`src/rtl/ppu_mem_pkg.sv`:
```
// ppu_mem_pkg: shared encodings for the PPU data-memory interface.
//   - access size codes driven on Size
//   - read/write codes driven on RW
//   - sequencer state type for mem_access_unit
//   - size_bytes(): number of bytes touched by a given size code
package ppu_mem_pkg;

  localparam logic [1:0] SIZE_BYTE = 2'b00;
  localparam logic [1:0] SIZE_HALF = 2'b01;
  localparam logic [1:0] SIZE_WORD = 2'b10;
  localparam logic [1:0] SIZE_ILL  = 2'b11;

  localparam logic RW_READ  = 1'b0;
  localparam logic RW_WRITE = 1'b1;

  typedef enum logic [1:0] {
    ST_IDLE   = 2'b00,
    ST_ACCESS = 2'b01,
    ST_RESP   = 2'b10
  } mau_state_e;

  // Illegal size reports one byte; it faults on the size check anyway.
  function automatic logic [2:0] size_bytes(input logic [1:0] size);
    logic [2:0] n;
    case (size)
      SIZE_HALF: n = 3'd2;
      SIZE_WORD: n = 3'd4;
      default:   n = 3'd1;
    endcase
    return n;
  endfunction

endpackage

```
`src/rtl/load_extender.sv`:
```
// load_extender: right-justified load data -> 32-bit register value.
//   data      in  32  raw memory read data (right-justified)
//   size      in  2   SIZE_BYTE / SIZE_HALF / SIZE_WORD
//   is_signed in  1   1 = sign-extend from bit 7/15, 0 = zero-fill
//   result    out 32  extended value
// Purely combinational; also used by the register-file writeback path.
module load_extender
  import ppu_mem_pkg::*;
(
  input  logic [31:0] data,
  input  logic [1:0]  size,
  input  logic        is_signed,
  output logic [31:0] result
);

  always_comb begin
    result = data;
    case (size)
      SIZE_BYTE: result = {{24{is_signed & data[7]}},  data[7:0]};
      SIZE_HALF: result = {{16{is_signed & data[15]}}, data[15:0]};
      default:   result = data;
    endcase
  end

endmodule

```
`src/rtl/mem_access_unit.sv`:
```
// mem_access_unit: MEM-stage load/store sequencer driving the big-endian,
// byte-addressed data memory.
//   clk, reset             clock, synchronous active-high reset
//   req_valid/req_ready    request handshake from the pipeline
//   req_rw/size/signed     access type, width, load extension mode
//   req_addr/req_wdata     byte address, right-justified store data
//   resp_valid             one-cycle response strobe
//   resp_rdata/resp_fault  extended load data (0 for stores/faults), fault flag
//   mem_a/di/size/rw/e     memory address, write data, size, direction, enable
//   mem_do                 memory read data
// Flow: IDLE (accept + check) -> ACCESS (one cycle on the bus) -> RESP,
// or IDLE -> RESP directly when the request faults.
module mem_access_unit
  import ppu_mem_pkg::*;
#(
  parameter int unsigned ADDR_LIMIT = 256
) (
  input  logic        clk,
  input  logic        reset,
  input  logic        req_valid,
  output logic        req_ready,
  input  logic        req_rw,
  input  logic [1:0]  req_size,
  input  logic        req_signed,
  input  logic [31:0] req_addr,
  input  logic [31:0] req_wdata,
  output logic        resp_valid,
  output logic [31:0] resp_rdata,
  output logic        resp_fault,
  output logic [31:0] mem_a,
  output logic [31:0] mem_di,
  input  logic [31:0] mem_do,
  output logic [1:0]  mem_size,
  output logic        mem_rw,
  output logic        mem_e
);

  mau_state_e  state_q, state_d;
  logic [31:0] mem_a_q, mem_a_d;
  logic [31:0] mem_di_q, mem_di_d;
  logic [1:0]  mem_size_q, mem_size_d;
  logic        mem_rw_q, mem_rw_d;
  logic        mem_e_q, mem_e_d;
  logic        signed_q, signed_d;
  logic [31:0] resp_rdata_q, resp_rdata_d;
  logic        resp_fault_q, resp_fault_d;

  logic [32:0] last_byte;
  logic        size_fault, align_fault, range_fault, req_fault;
  logic [31:0] ext_data;

  // Last byte touched, in 33 bits so an address near 2^32 cannot wrap
  // back under the limit.
  always_comb begin
    last_byte   = {1'b0, req_addr} + 33'(size_bytes(req_size)) - 33'd1;
    size_fault  = (req_size == SIZE_ILL);
    align_fault = ((req_size == SIZE_HALF) && req_addr[0]) ||
                  ((req_size == SIZE_WORD) && (req_addr[1:0] != 2'b00));
    range_fault = (last_byte >= 33'(ADDR_LIMIT));
    req_fault   = size_fault | align_fault | range_fault;
  end

  load_extender u_load_extender (
    .data      (mem_do),
    .size      (mem_size_q),
    .is_signed (signed_q),
    .result    (ext_data)
  );

  // Bus outputs are registered: they are loaded on the accepting edge so
  // they are stable for the whole ACCESS cycle, and rw/e drop on leaving it.
  always_comb begin
    state_d      = state_q;
    mem_a_d      = mem_a_q;
    mem_di_d     = mem_di_q;
    mem_size_d   = mem_size_q;
    mem_rw_d     = RW_READ;
    mem_e_d      = 1'b0;
    signed_d     = signed_q;
    resp_rdata_d = resp_rdata_q;
    resp_fault_d = resp_fault_q;

    case (state_q)
      ST_IDLE: begin
        if (req_valid) begin
          signed_d = req_signed;
          if (req_fault) begin
            state_d      = ST_RESP;
            resp_fault_d = 1'b1;
            resp_rdata_d = '0;
          end else begin
            state_d    = ST_ACCESS;
            mem_a_d    = req_addr;
            mem_di_d   = req_wdata;
            mem_size_d = req_size;
            mem_rw_d   = req_rw;
            mem_e_d    = (req_rw == RW_WRITE);
          end
        end
      end
      ST_ACCESS: begin
        state_d      = ST_RESP;
        resp_fault_d = 1'b0;
        resp_rdata_d = (mem_rw_q == RW_WRITE) ? '0 : ext_data;
      end
      ST_RESP: begin
        state_d = ST_IDLE;
      end
      default: begin
        state_d = ST_IDLE;
      end
    endcase
  end

  always_ff @(posedge clk) begin
    if (reset) begin
      state_q      <= ST_IDLE;
      mem_a_q      <= '0;
      mem_di_q     <= '0;
      mem_size_q   <= SIZE_BYTE;
      mem_rw_q     <= RW_READ;
      mem_e_q      <= 1'b0;
      signed_q     <= 1'b0;
      resp_rdata_q <= '0;
      resp_fault_q <= 1'b0;
    end else begin
      state_q      <= state_d;
      mem_a_q      <= mem_a_d;
      mem_di_q     <= mem_di_d;
      mem_size_q   <= mem_size_d;
      mem_rw_q     <= mem_rw_d;
      mem_e_q      <= mem_e_d;
      signed_q     <= signed_d;
      resp_rdata_q <= resp_rdata_d;
      resp_fault_q <= resp_fault_d;
    end
  end

  assign req_ready  = (state_q == ST_IDLE);
  assign resp_valid = (state_q == ST_RESP);
  assign resp_rdata = resp_rdata_q;
  assign resp_fault = resp_fault_q;
  assign mem_a      = mem_a_q;
  assign mem_di     = mem_di_q;
  assign mem_size   = mem_size_q;
  assign mem_rw     = mem_rw_q;
  assign mem_e      = mem_e_q;

endmodule

```
`config.mk`:
```
export PLATFORM = sky130hd
export DESIGN_NAME = mem_access_unit
export DESIGN_NICKNAME = d
export VERILOG_FILES = /design/src/rtl/ppu_mem_pkg.sv /design/src/rtl/load_extender.sv /design/src/rtl/mem_access_unit.sv
export SDC_FILE = /design/constraint.sdc
export NUM_CORES = 1
export LEC_CHECK = 0
export ABC_CLOCK_PERIOD_IN_PS = 5500
export CORE_AREA = 10 10 129 131
export DETAILED_ROUTE_END_ITERATION = 8
export DIE_AREA = 0 0 139 141
export PLACE_DENSITY = 0.85
export SYNTH_ARGS = -nofsm -noshare
export SYNTH_HDL_FRONTEND = slang
export SYNTH_SLANG_ARGS = --single-unit
export TNS_END_PERCENT = 5
```
`constraint.sdc`:
```
create_clock -name clk -period 5.5 [get_ports clk]
set_input_delay 0.55 -clock clk [delete_from_list [all_inputs] [get_ports clk]]
set_output_delay 0.55 -clock clk [all_outputs]
set_load 0.05 [all_outputs]
```
==> impl_table.tex <==
\begin{tabular}{lr}
\hline
Metric & Value \\
\hline
\multicolumn{2}{l}{\textbf{STA}} \\
Hold Violations, Final & 0 \\
Final setup violation count & 0 \\
Max transition margin & 23.23\% \\
Part of the cycle the worst path needs & between 90\% and 100\% \\
Pin slew with the least headroom to its limit & roughly 1.1 ns \\
Maximum clock skew at final layout & 0.005629 ns \\
Sum Neg Setup Slack & 0 ns \\
RSZ-0062 raised after global routing & false \\
Fmax & approximately 200 MHz \\
Tmin final & between 5 and 6 ns \\
Count of pins over their slew limit & 0 \\
\multicolumn{2}{l}{\textbf{Synth}} \\
Xor-xnor portion of the synthesized cell area & under 10\% \\
Share of synthesized cell area in and, or, nand and nor gates & a little over a fifth \\
Seq/Total Area, Yosys & 31.09\% \\
Post-synthesis async set-or-reset flop share & 0\% \\
Post-synthesis cell count & approximately 780 \\
Avg Inst Size Synth & around 8.5 um\^{}2 \\
\#FFs+latches synth & a little over 100 \\
Post-synth net total & 926 \\
Post-synthesis cell type count & between 70 and 80 \\
Total standard cell area after synthesis & 0.006633 mm\^{}2 \\
Mux cell area share after synthesis & 10.75\% \\
Flip-flop cell with the highest count after synthesis & dfxtp\_1 \\
Synthesized-area fraction occupied by adder cells & 7.470\% \\
Largest family of logic cells by synthesized area & compound AO/OA/AOI/OAI gates \\
Synth warn & 0 \\
Compound-Gate Fraction of Synth Area & $\sim$22\% \\
Number of enable flip-flop cells after synthesis & 0 \\
\multicolumn{2}{l}{\textbf{Setup path}} \\
Worst path bufs/invs & 6 \\
Data arrival time at the worst-slack endpoint & between 5 and 6 ns \\
Crit. End Element & register \\
Family of cells with the greatest summed delay on the critical path & simple AND/OR/NAND/NOR gates \\
Capture point of the worst reg-to-reg path & resp\_rdata[23]\$\_SDFFE\_PP0P\_ \\
Worst-path fanout max & 40 \\
Setup slack, reg-to-reg & between 3 and 4 ns \\
Critical path origin & req\_size[0] \\
Crit. path cell count & 20 \\
Startpoint class of the critical path & input port \\
Most frequent cell on the critical path & inv\_1 \\
Critical-path top delay cell & or4\_1 \\
CP Cell Sequence & clkdlybuf4s50\_1 > inv\_1 > ha\_1 > inv\_1 > ha\_1 > inv\_1 > ha\_1 > inv\_1 > fa\_1 > nor2b\_1 > o31ai\_4 > a211oi\_4 > o21ai\_2 > a21o\_1 > a311o\_1 > or4\_1 > nor4bb\_4 > buf\_12 > mux2i\_1 > nor2\_1 \\
Required time at the worst-slack endpoint & between 5 and 6 ns \\
Setup Crit Path Kind & input port to register \\
Reg-to-reg critical path startpoint & mem\_size[0]\$\_SDFFE\_PP0P\_ \\
Logic depth of the worst register-to-register path & 4 \\
Stage delay of the slowest cell on the critical path & 0.58 ns \\
\multicolumn{2}{l}{\textbf{Pwr}} \\
Sequential group share of total power & 41.1\% \\
Part of the total power dissipated in the clock network & roughly a third \\
Internal Dissipation & 0.001269 W \\
Cell leakage power & between 3 and 4 nW \\
Combinational share of power & 25.8\% \\
Power per cell area & $\sim$200 mW/mm\^{}2 \\
Switching Power & between 0.0005 and 0.0006 W \\
Max VDD drop & 0.0001664 V \\
Sw frac & between 30\% and 40\% \\
\multicolumn{2}{l}{\textbf{Detailed routing}} \\
Detailed Routing Iterations Pass 1 & 5 \\
Antenna-violating nets left & 0 \\
DRC violations left & 0 \\
Routed wire per std cell & $\sim$19 um \\
Vias post-DR & about 6.7k \\
Post-detailed-routing wire length & approximately 22000 um \\
DR iter-0 viols & around 630 \\
Routed via count divided by cell count & 5.784 \\
\multicolumn{2}{l}{\textbf{GRT}} \\
Maximum number of pins on one net before global-route repair & 76 \\
Total Routing Usage GR & between 20\% and 30\% \\
Initial antenna violation count & 0 \\
Number of global-route vias before repair & roughly 6.8k \\
Total gr overflow & 0 \\
First-pass GRT wire length & 35360 um \\
\multicolumn{2}{l}{\textbf{Finish}} \\
Top library cells by usage in the layout, fill and taps aside & 204 x clkdlybuf4s50\_1, 103 x dfxtp\_1, 99 x nor2\_1, 69 x mux2i\_1, 51 x inv\_1 \\
Most frequent standard cell in the layout excluding fill and tap cells & clkdlybuf4s50\_1 \\
Sequential cell area & approximately 0.0021 mm\^{}2 \\
Fraction of layout instances using a drive strength above 1 & roughly 5.4\% \\
Post-layout net count & $\sim$1.1k \\
Multi-input combinational cell area & around 0.004 mm\^{}2 \\
Layout Area Growth over Synthesis & 36.65\% \\
Antenna fix cells & 0 \\
Fill cell instance count of the final layout & $\sim$1.2k \\
Post-route cell area & 0.009064 mm\^{}2 \\
End-of-flow core utilization & $\sim$64\% \\
Post-route insts no fill & about 1.2k \\
\multicolumn{2}{l}{\textbf{Clocking}} \\
Skew-Pair Late Insertion Delay & roughly 0.35 ns \\
Clock net sink count & 103 \\
CTS clock-pin slew for the worst setup and hold paths & around 0.07 ns \\
Clock tree from TritonCTS & yes \\
Root buffer selected by CTS & clkbuf\_16 \\
CTS Buf Count & 9 \\
Buffers inserted during post-CTS setup optimization & 0 \\
Post-cts sizing count & 0 \\
Number of buffers on the longest clock path & 2 \\
Number of H-tree branching levels & 3 \\
CTS Hold Bufs & 0 \\
\multicolumn{2}{l}{\textbf{Status}} \\
Status & completed \\
\multicolumn{2}{l}{\textbf{Die}} \\
Die area & roughly 0.020 mm\^{}2 \\
Starting density of the core & 46.70\% \\
Die H & 141 um \\
Rows & 44 \\
Core Region & around 0.014 mm\^{}2 \\
Number of top-level pins & between 200 and 250 \\
Width of the die & 139 um \\
\multicolumn{2}{l}{\textbf{Placed design}} \\
Gp weighted congestion & 1.015 \\
Placed Area & approximately 0.0088 mm\^{}2 \\
Cell total after placement & 1141 \\
Number of port buffers & between 200 and 250 \\
Detailed placer's ending HPWL & approximately 17000 um \\
\multicolumn{2}{l}{\textbf{Hold path}} \\
Hold Path Cell Cnt & 1 \\
Hold Path Sink & resp\_rdata[27]\$\_SDFFE\_PP0P\_ \\
Type of the worst min-delay path & register to register \\
HP Start & resp\_rdata[27]\$\_SDFFE\_PP0P\_ \\
\multicolumn{2}{l}{\textbf{Flow run}} \\
Max Cap Viol & 0 \\
\hline
\end{tabular}
==> layer usage <==
layer	track usage [%]	part of all wire, %	vias to the layer above
met5	0	0	-
met4	5.437	1.8	0
met3	9.070	11	36
met2	37.35	49	298
met1	24.16	39	3126
li1	-	-	3221
==> synthesized netlist by cell type, types with 4 or more instances <==
cell type  instances  area (um^2)
and2_1             7        43.79
nor2b_1           20        125.1
dfxtp_1          103         2062
a21o_1            13        97.59
o211ai_1           6        45.04
ha_1              38        475.5
buf_4              5        37.54
a21oi_2            4        35.03
or4_1              6        45.04
nand2_1           41        153.9
buf_2             12        60.06
clkbuf_1          24        90.09
nor4_1             6        37.54
o2bb2ai_1         16        140.1
a211o_1            4        35.03
nand3_1           18        90.09
nand2b_1           5        31.28
inv_1             51        191.4
mux2i_1           69        690.7
nand4_1           15        93.84
nand4b_1           6        52.55
nor3_1            20        100.1
o21ai_1            4        20.02
a211oi_1           9        67.56
o2111ai_1          7        61.31
buf_12             4        80.08
or3_1              5        31.28
xnor2_1            6        52.55
o21ai_0           24        120.1
nor3b_1            4        30.03
o21a_1             8        60.06
a22o_1            17        148.9
nor2_1            99        371.6
a21boi_0           4        30.03
a21oi_1           34        170.2
==> how the worst max path moves through the flow <==
stage                               to  slack, ns
2_1_floorplan    mem_a[0]$_SDFFE_PP0P_       1.12
4_1_cts         mem_di[6]$_SDFFE_PP0P_       0.42
3_5_place_dp    mem_di[6]$_SDFFE_PP0P_       0.04
6_report        mem_di[6]$_SDFFE_PP0P_       0.41
3_3_place_gp   mem_di[17]$_SDFFE_PP0P_       0.23
5_1_grt        mem_di[28]$_SDFFE_PP0P_       0.11
==> through the flow <==
step	hold WS (ns)	setup slack [ns]	total power [W]
floorplan	0.4746	1.115	0.001052
global placement	0.4453	0.2299	0.001218
detailed placement	0.4505	0.04321	0.001222
CTS	0.4672	0.4181	0.001821
global route	0.4757	0.1118	0.001901
finish	0.4661	0.4093	0.001821
==> worst register-to-register path, stage by stage, from the launching register on <==
cell	delay, ns
dfxtp_1	0.62
mux2i_1	0.24
nor2b_1	0.06
o21ai_1	0.87
o2bb2ai_1	0.18
==> cells by family after synthesis <==
group	Yosys count
AND/OR/NAND/NOR	273
AO/OA/AOI/OAI	192
flip-flops	103
buffers and inverters	98
multiplexers	71
adder cells (fa/ha/maj)	39
XOR/XNOR	8
==> sequential cells by signal, summed over array words and instances (netlist names) <==
signal and count:
signed_q 1, mem_di 32, resp_rdata 32, mem_e 1, state_q 2, mem_a 32
mem_size 2, resp_fault 1
==> layout make-up <==
type	count	area share [%]
Sequential cell	103	22.75
Inverter	51	2.112
Clock buffer	10	2.637
Timing Repair Buffer	220	24.24
Multi-Input combinational cell	583	45.39
Tap cell	184	2.540
Clock inverter	4	0.3313
==> power groups by stage <==
stage          Clock [W]  Sequential (W)  Combinational (W)
2_1_floorplan          0        0.000768           0.000284
3_3_place_gp           0        0.000765           0.000453
3_5_place_dp           0        0.000766           0.000457
4_1_cts         0.000613        0.000748           0.000460
5_1_grt         0.000644        0.000748           0.000509
6_report        0.000602        0.000748           0.000470
No activity file was read; power rests on OpenSTA's default activity.
